===== config.mk =====
export PLATFORM = sky130hd
export DESIGN_NAME = random_range_arbiter
export DESIGN_NICKNAME = d
export VERILOG_FILES = /design/src/rtl/random_range_arbiter.sv
export SDC_FILE = /design/constraint.sdc
export NUM_CORES = 1
export LEC_CHECK = 0
export ABC_AREA = 1
export BUFFER_PORTS_ARGS = -buffer_cell sky130_fd_sc_hd__buf_2
export CORE_MARGIN = 5
export CORE_UTILIZATION = 51
export CTS_BUF_LIST = sky130_fd_sc_hd__clkbuf_2 sky130_fd_sc_hd__clkbuf_4 sky130_fd_sc_hd__clkbuf_8
export CTS_CLUSTER_SIZE = 16
export DETAILED_ROUTE_END_ITERATION = 16
export HOLD_SLACK_MARGIN = 0.06
export PLACE_DENSITY = 0.75
export SYNTH_ARGS = -nofsm -noshare
export SYNTH_HDL_FRONTEND = slang
export SYNTH_SLANG_ARGS = --single-unit

===== constraint.sdc =====
create_clock -name clock -period 6.1 [get_ports clock]
set_clock_uncertainty 0.1 [all_clocks]
set_input_delay 0.61 -clock clock [delete_from_list [all_inputs] [get_ports clock]]
set_output_delay 0.61 -clock clock [all_outputs]
set_load 0.1 [all_outputs]

===== src/rtl/random_range_arbiter.sv =====
// Round-robin arbiter sharing one 32-bit Galois LFSR among NUM requesters.
// Each grant returns a value in [lo, hi] plus a PX-percent Bernoulli bit.
module random_range_arbiter #(
  parameter int          NUM  = 4,
  parameter int          DW   = 10,
  parameter logic [31:0] SEED = 32'hACE1_2468,
  parameter int          PX   = 67
) (
  input  logic                    clock,
  input  logic                    rst,
  input  logic [NUM-1:0]          req,
  input  logic [NUM*DW-1:0]       lo,
  input  logic [NUM*DW-1:0]       hi,
  output logic [NUM-1:0]          ack,
  output logic                    rd_valid,
  output logic [DW-1:0]           rd_data,
  output logic [$clog2(NUM)-1:0]  rd_id,
  output logic                    prob_b,
  output logic                    rd_err
);

  localparam int          IW    = $clog2(NUM);
  localparam int          PW    = 17 + DW;
  localparam logic [31:0] SEED0 = (SEED == 32'h0) ? 32'h1 : SEED;
  localparam logic [31:0] TAPS  = 32'h8020_0003;
  localparam logic [6:0]  PXV   = 7'(PX);
  localparam logic [IW-1:0] LAST = IW'(NUM - 1);

  localparam logic [1:0] IDLE = 2'd0;
  localparam logic [1:0] CALC = 2'd1;
  localparam logic [1:0] OUT  = 2'd2;

  logic [1:0]    state;
  logic [31:0]   lfsr;
  logic [IW-1:0] ptr;
  logic [IW-1:0] id_q;
  logic [IW-1:0] win;
  logic [IW-1:0] j;
  logic          found;
  logic [DW-1:0] lo_q;
  logic [DW-1:0] hi_q;
  logic [PW-1:0] prod_q;
  logic [22:0]   pq_q;
  logic          err_q;
  logic [DW-1:0] data_q;
  logic [IW-1:0] rid_q;
  logic          prob_q;
  logic [DW:0]   span;
  logic [DW:0]   sum;
  logic [DW-1:0] data_n;
  logic          prob_n;
  logic          unused;
  int            idx;

  // First set request at or after the rr pointer, wrapping.
  always_comb begin
    found = 1'b0;
    win   = '0;
    idx   = 0;
    j     = '0;
    for (int k = 0; k < NUM; k++) begin
      idx = int'(ptr) + k;
      if (idx >= NUM) idx = idx - NUM;
      j = IW'(idx);
      if (!found && req[j]) begin
        found = 1'b1;
        win   = j;
      end
    end
  end

  assign span   = {1'b0, hi_q} - {1'b0, lo_q} + (DW+1)'(1);
  assign sum    = {1'b0, lo_q} + prod_q[16+DW:16];
  assign data_n = err_q ? lo_q : sum[DW-1:0];
  assign prob_n = pq_q[22:16] < PXV;
  assign unused = ^{prod_q[15:0], pq_q[15:0], sum[DW]};

  // Results are live during OUT and held afterwards.
  assign rd_valid = (state == OUT);
  assign ack      = rd_valid ? (NUM'(1) << id_q) : '0;
  assign rd_err   = rd_valid & err_q;
  assign rd_data  = rd_valid ? data_n : data_q;
  assign rd_id    = rd_valid ? id_q : rid_q;
  assign prob_b   = rd_valid ? prob_n : prob_q;

  always_ff @(posedge clock or posedge rst) begin
    if (rst) begin
      state  <= IDLE;
      lfsr   <= SEED0;
      ptr    <= '0;
      id_q   <= '0;
      lo_q   <= '0;
      hi_q   <= '0;
      prod_q <= '0;
      pq_q   <= '0;
      err_q  <= 1'b0;
      data_q <= '0;
      rid_q  <= '0;
      prob_q <= 1'b0;
    end else begin
      case (state)
        IDLE: begin
          if (found) begin
            id_q  <= win;
            lo_q  <= lo[int'(win)*DW +: DW];
            hi_q  <= hi[int'(win)*DW +: DW];
            state <= CALC;
          end
        end
        CALC: begin
          prod_q <= PW'(lfsr[15:0]) * PW'(span);
          pq_q   <= 23'(lfsr[31:16]) * 23'd100;
          err_q  <= hi_q < lo_q;
          state  <= OUT;
        end
        OUT: begin
          data_q <= data_n;
          rid_q  <= id_q;
          prob_q <= prob_n;
          ptr    <= (id_q == LAST) ? '0 : id_q + IW'(1);
          lfsr   <= {1'b0, lfsr[31:1]} ^ (lfsr[0] ? TAPS : 32'h0);
          state  <= IDLE;
        end
        default: state <= IDLE;
      endcase
    end
  end

endmodule

# --- Yosys cells after proc, flatten, opt, wreduce, memory -nomap -nowiden ---
# Cells that the tools add are included.
word_totals:
  word_cells: 82
  out_inout_bits: 19
  in_bits: 86
  register_bits: 119
classes:
  mux: 29
  bitwise: 2
  n_addsub: 11
  shift: 3
  eq_ne: 4
  magnitude_cmp: 10
  n_reduce_logical: 8
  multipliers: 3
op_table:
  columns: ["op", "n"]
  rows:
  - ["40-bit by 32-bit variable part select with 10-bit output", 1]
  - ["40-bit by 7-bit variable part select with 10-bit output", 1]
  - ["32-bit two-way mux", 1]
  - ["31-bit by 32-bit bitwise XOR with 32-bit output", 1]
  - ["16-bit by 11-bit multiplier with 26-bit output", 1]
  - ["2-bit two-way mux", 11]
  - ["16-bit by 5-bit multiplier with 21-bit output (second input constant)", 1]
  - ["10-bit two-way mux", 2]
  - ["2-bit by 3-bit < comparator with 1-bit output (second input constant)", 4]
  - ["11-bit by 1-bit adder with 11-bit output (second input constant)", 1]
  - ["10-bit by 10-bit subtractor with 11-bit output", 1]
  - ["10-bit adder", 1]
  - ["10-bit < comparator", 1]
  - ["3-bit >= comparator (second input constant)", 3]
  - ["1-bit two-way mux", 9]
  - ["1-bit binary-select mux with 2-bit select", 4]
  - ["2-bit by 1-bit subtractor with 2-bit output (second input constant)", 4]
  - ["7-bit < comparator (second input constant)", 1]
  - ["2-bit by 2-bit adder with 3-bit output (second input constant)", 2]
  - ["2-bit by 3-bit multiplier with 5-bit output (second input constant)", 1]
  - ["2-bit equality test (second input constant)", 2]
  - ["4-bit two-way mux", 1]
  - ["2-bit case mux with 2 select lines", 1]
  - ["1-bit by 2-bit << shifter with 4-bit output (first input constant)", 1]
  - ["10 further kinds", 14]

# --- Longest topological paths before layout ---
logic_depth:
  word_depth: 16
  ltp_mapped: 39
  depth_no_buf: 39

# --- Worst setup path after synthesis ---
# OpenSTA, ideal clock, no wires.
synth_timing:
  path_kind: "register to register"
  from: "register lo_q[1]"
  to: "register prod_q[18]"
  t_required_ns: 5.882
  n_path_buf: 0
  period_less_slack_ns: 6.499
  setup_time_ns: 0.118
  path_slack_ns: -0.399
  stages_incl_launch_ff: 34
  t_arrival_ns: 6.281
  cell_sequence: "dfrtp_1 inv_1 ha_1 inv_1 ha_1 inv_1 fa_1 nor2_1 nor2_1 o21bai_1 nand4_1 nand2_1 nand2_1 nand2_1 nor2_1 fa_1 inv_1 fa_1 inv_1 fa_1 fa_1 inv_1 fa_1 inv_1 ha_1 nand2_1 nor4_1 nand2_1 nand2_1 nand3_1 nand2_1 nand2_1 nand3_1 nand2_1"
synth_via:
  elab_chain_len: 3
synth_rtl:
  columns: ["element", "line_no", "source"]
  rows:
  - ["start, declared", "40", "logic [DW-1:0] lo_q;"]
  - ["start signal, assigned", "105", "lo_q <= lo[int'(win)*DW +: DW];"]
  - ["10-bit by 10-bit subtractor with 11-bit output", "72", "assign span = {1'b0, hi_q} - {1'b0, lo_q} + (DW+1)'(1);"]
  - ["11-bit by 1-bit adder with 11-bit output", "72", null]
  - ["16-bit by 11-bit multiplier with 26-bit output", "111", "prod_q <= PW'(lfsr[15:0]) * PW'(span);"]
  - ["end signal, assigned", "111", null]
  - ["end, declared", "42", "logic [PW-1:0] prod_q;"]
# Every way passes these cells.
# A chain may end at the register's enable or synchronous reset.

# --- Final worst setup path ---
layout_timing:
  from: "register hi_q[1]"
  to: "register prod_q[25]"
layout_via:
  elab_chain_len: 3
layout_rtl:
  columns: ["element", "line_no", "source"]
  rows:
  - ["start, declared", "41", "logic [DW-1:0] hi_q;"]
  - ["start signal, assigned", "106", "hi_q <= hi[int'(win)*DW +: DW];"]
  - ["10-bit by 10-bit subtractor with 11-bit output", "72", null]
  - ["11-bit by 1-bit adder with 11-bit output", "72", null]
  - ["16-bit by 11-bit multiplier with 26-bit output", "111", null]
# Every way passes these cells.

==> out/qor.json <==
{
  "sta": {
    "timing.fmax_ghz": 0.1548,
    "final-max-slew-violation-count": 0,
    "fin_crit_ps": 6462,
    "report.final.hold_viol_count": 0,
    "report.final.setup_viol": 10,
    "worst_slew_pin_slew_ps": 990.5,
    "timing.final.crit_share_pct": 105.9,
    "setup_total_negative_slack_ps": -3021,
    "grt_setup_unrepaired": "yes",
    "hold-worst-slack_ps": 384.5,
    "setup_slack_ps": -361.8,
    "max-slew-margin-rel_pct": 33.97
  },
  "clock_network": {
    "cts_tree": "done",
    "root_buffer": "clkbuf_8",
    "cts_htree_levels": 3,
    "cts_num_sinks": 89,
    "clkLatencyLatePin_ps": 410,
    "clk_pin_slew_worst_setup_hold_paths_ps": 120,
    "max-clock-path-buffers": 2,
    "tritoncts.num_buffers": 9
  },
  "grt": {
    "met2_usage_pct": 42.30,
    "grt_first_pass_wirelength_mm": 56.28,
    "gr-max-usage-layer": "met2",
    "grt_pass1_vias": 12060,
    "groute.layer.met1.usage_pct": 29.48,
    "largest_net_degree_at_the_start_of_global_routing": 78,
    "antenna_found_initial": 0,
    "gr-usage-met3_pct": 3.494,
    "grt.total_usage_pct": 24.11,
    "globalRouteOverflowTotal": 0
  },
  "outcome": {
    "violations_in_the_final_reports": "setup timing",
    "outcome": "complete, but fails checks"
  },
  "routing": {
    "detail_route.first_pass.iterations": 7,
    "vias": 11710,
    "wirelength_mm": 33.26,
    "drt_iter0_drc": 556,
    "final_antenna_net_count": 0,
    "route.detailed.vias_per_inst": 5.160,
    "drc": 0,
    "routed_wire_length_per_instance_um": 14.66
  },
  "logic_synthesis": {
    "synthArstFlopShare_pct": 100.0,
    "synth_cell_type_count": 42,
    "synth_enable_flop_cells": 0,
    "avgSynthCellArea_um2": 7.287,
    "synth-main-ff-cell": "dfrtp_1",
    "synthesis.nets": 2117,
    "yosys_warnings": 0,
    "ys_ff_latch": 89,
    "synth.cell_area_um2": 12740,
    "synth_cells": 1748,
    "yosysSeqAreaShare_pct": 17.61
  },
  "power": {
    "p_leak_nw": 8.422,
    "worst_ir_drop_vdd_uv": 475.2,
    "totalPowerFinal_mw": 7.979,
    "power-per-cell-area_nw_per_um2": 518.1
  },
  "critical_path": {
    "timing.critical_path.to_type": "flip-flop",
    "crit_type": "reg2reg",
    "cp_data_required_time_ps": 6310,
    "reg2reg_from": "hi_q[1]",
    "worstRegToRegCells": 37,
    "crit_path_max_fanout": 5,
    "reg2reg_to": "prod_q[25]",
    "critPathMaxStageDelay_ps": 520,
    "setup.worst_path.start_class": "flip-flop",
    "worst_path_max_delay_cell": "fa_1",
    "timing.reg2reg.setup_slack_ps": -360,
    "setup.worst_path.start": "hi_q[1]",
    "worst_ep_arrival_time_ps": 6670,
    "crit_path_end": "prod_q[25]"
  },
  "place": {
    "place.detailed.hpwl_mm": 26.75,
    "numPortBuffers": 104,
    "dpl_cell_area_um2": 14490,
    "gp_congestion": 0.9709,
    "dp_worst_setup_slack_ps": -463.3
  },
  "final_layout": {
    "area_growth_syn_to_layout_pct": 20.91,
    "nNetsFinal": 2309,
    "drive_gt1_share_pct": 21.23,
    "layout.cell_area.non_filler_um2": 15400,
    "num_antenna_cells": 0
  },
  "die": {
    "dieHeight_um": 168.0,
    "top_level_i_o_count": 105,
    "fp-row-count": 57,
    "design.die.area_um2": 28240,
    "die_width_um": 168.0,
    "floorplan.core_area_um2": 24460,
    "floorplan.initialDensity_pct": 52.07
  },
  "job": {
    "timing.max_cap.violations": 0
  },
  "min_path": {
    "min-delay-path-class": "reg2reg"
  }
}
-- layout make-up --
class | instances | area (um2)
clock buffer | 10 | 137.6
sequential | 89 | 2245
multi-input combinational | 1215 | 9479
tap | 324 | 405.4
inverter | 396 | 1504
fill | 2028 | 9061
timing repair buffer | 229 | 1509
clock inverter | 6 | 121.4
-- through the flow --
| step | utilization [%] | cells |
|---|---|---|
| floorplan | - | 1748 |
| global placement | 59.22 | 2228 |
| detailed placement | 59.22 | 2228 |
| CTS | 61.85 | 2259 |
| global route | 62.96 | 2269 |
| finish | 62.96 | 2269 |
-- how the worst min path moves through the flow --
stage | startpoint | to | cells after the start
after floorplan | pq_q[17] | pq_q[17] | 2
after global placement | data_q[9] | data_q[9] | 2
after detailed placement | data_q[8] | data_q[8] | 2
after CTS | pq_q[22] | prob_q | 1
after global routing | pq_q[22] | pq_q[22] | 2
final | data_q[8] | data_q[8] | 2
-- per-layer routing --
metal  routed length, um  part of all wire [%]
met1               13400                    40
met2               16460                    49
met3                1955                   5.9
met4                1443                   4.3
met5                   0                     0
-- cell usage after synthesis (6+ instances only) --
cell type	n	area share (%)
o21bai_1	12	0.71
nand2_1	455	13
nand2_2	10	0.49
nand3b_1	13	0.77
inv_1	389	11
ha_1	144	14
xnor2_1	6	0.41
dfrtp_1	76	15
nor2_1	112	3.3
a31oi_1	7	0.34
o21ai_0	64	2.5
clkbuf_1	37	1.1
dfstp_2	13	2.7
nand4_1	12	0.59
fa_1	139	22
nand3_1	129	5.1
a21oi_1	53	2.1
or2_1	14	0.69
-- where the power goes --
| group | internal (mW) | leakage, nW | switching [mW] |
|---|---|---|---|
| sequential | 0.813 | 1.11 | 0.168 |
| combinational | 2.48 | 7.18 | 3.98 |
| clock | 0.290 | 0.131 | 0.254 |
-- logic make-up (layout without fill, tap and decap cells) --
kind of cell             after synthesis  count (layout)  synth area share, %
AO/OA/AOI/OAI                        156             156                6.798
flip-flops                            89              89                17.61
adder cells (fa/ha/maj)              283             283                35.99
buffers and inverters                444             641                13.46
XOR/XNOR                              11              11               0.7564
AND/OR/NAND/NOR                      765             765                25.38
-- sequential cells by signal, summed over array words and instances, names as in the netlist, 7 cells and up --
name and flops:
data_q 10, hi_q 10, prod_q 10, lo_q 10, lfsr 32, pq_q 7
-- worst max-delay path: cells and delay by family, from the launching register on --
| family | cells | cell delay [ps] |
|---|---|---|
| adders and majority gates | 9 | 3570 |
| and+or+nand+nor | 17 | 1360 |
| DFF | 1 | 420 |
| AOI/OAI and AO/OA | 1 | 160 |
| buffers and inverters | 10 | 780 |
-- cell usage in the layout (no fill, tap or decap), types with 11 or more instances in the layout --
master	count
nand2_4	14
nand3b_1	13
nand2_1	426
inv_1	369
nand2_2	25
o21bai_1	11
o21ai_0	55
fa_1	128
nor2_1	92
ha_1	125
dfstp_2	13
fa_2	11
inv_2	19
buf_2	104
nor2_4	11
ha_4	17
nand3_1	123
or2_1	14
nand4_1	12
nor2_2	12
dfrtp_1	75
a21oi_1	45
buf_4	116
-- timing repair --
| item | in CTS | in global routing |
|---|---|---|
| endpoints found under the setup margin | 10 | 10 |
| hold buffers | 1 | 0 |
| endpoints found under the hold margin | 5 | 0 |
| buffers inserted | 14 | 10 |
| resized for setup | 71 | 58 |
| pin swaps | 55 | 56 |
No activity file was read; power rests on OpenSTA's default activity.
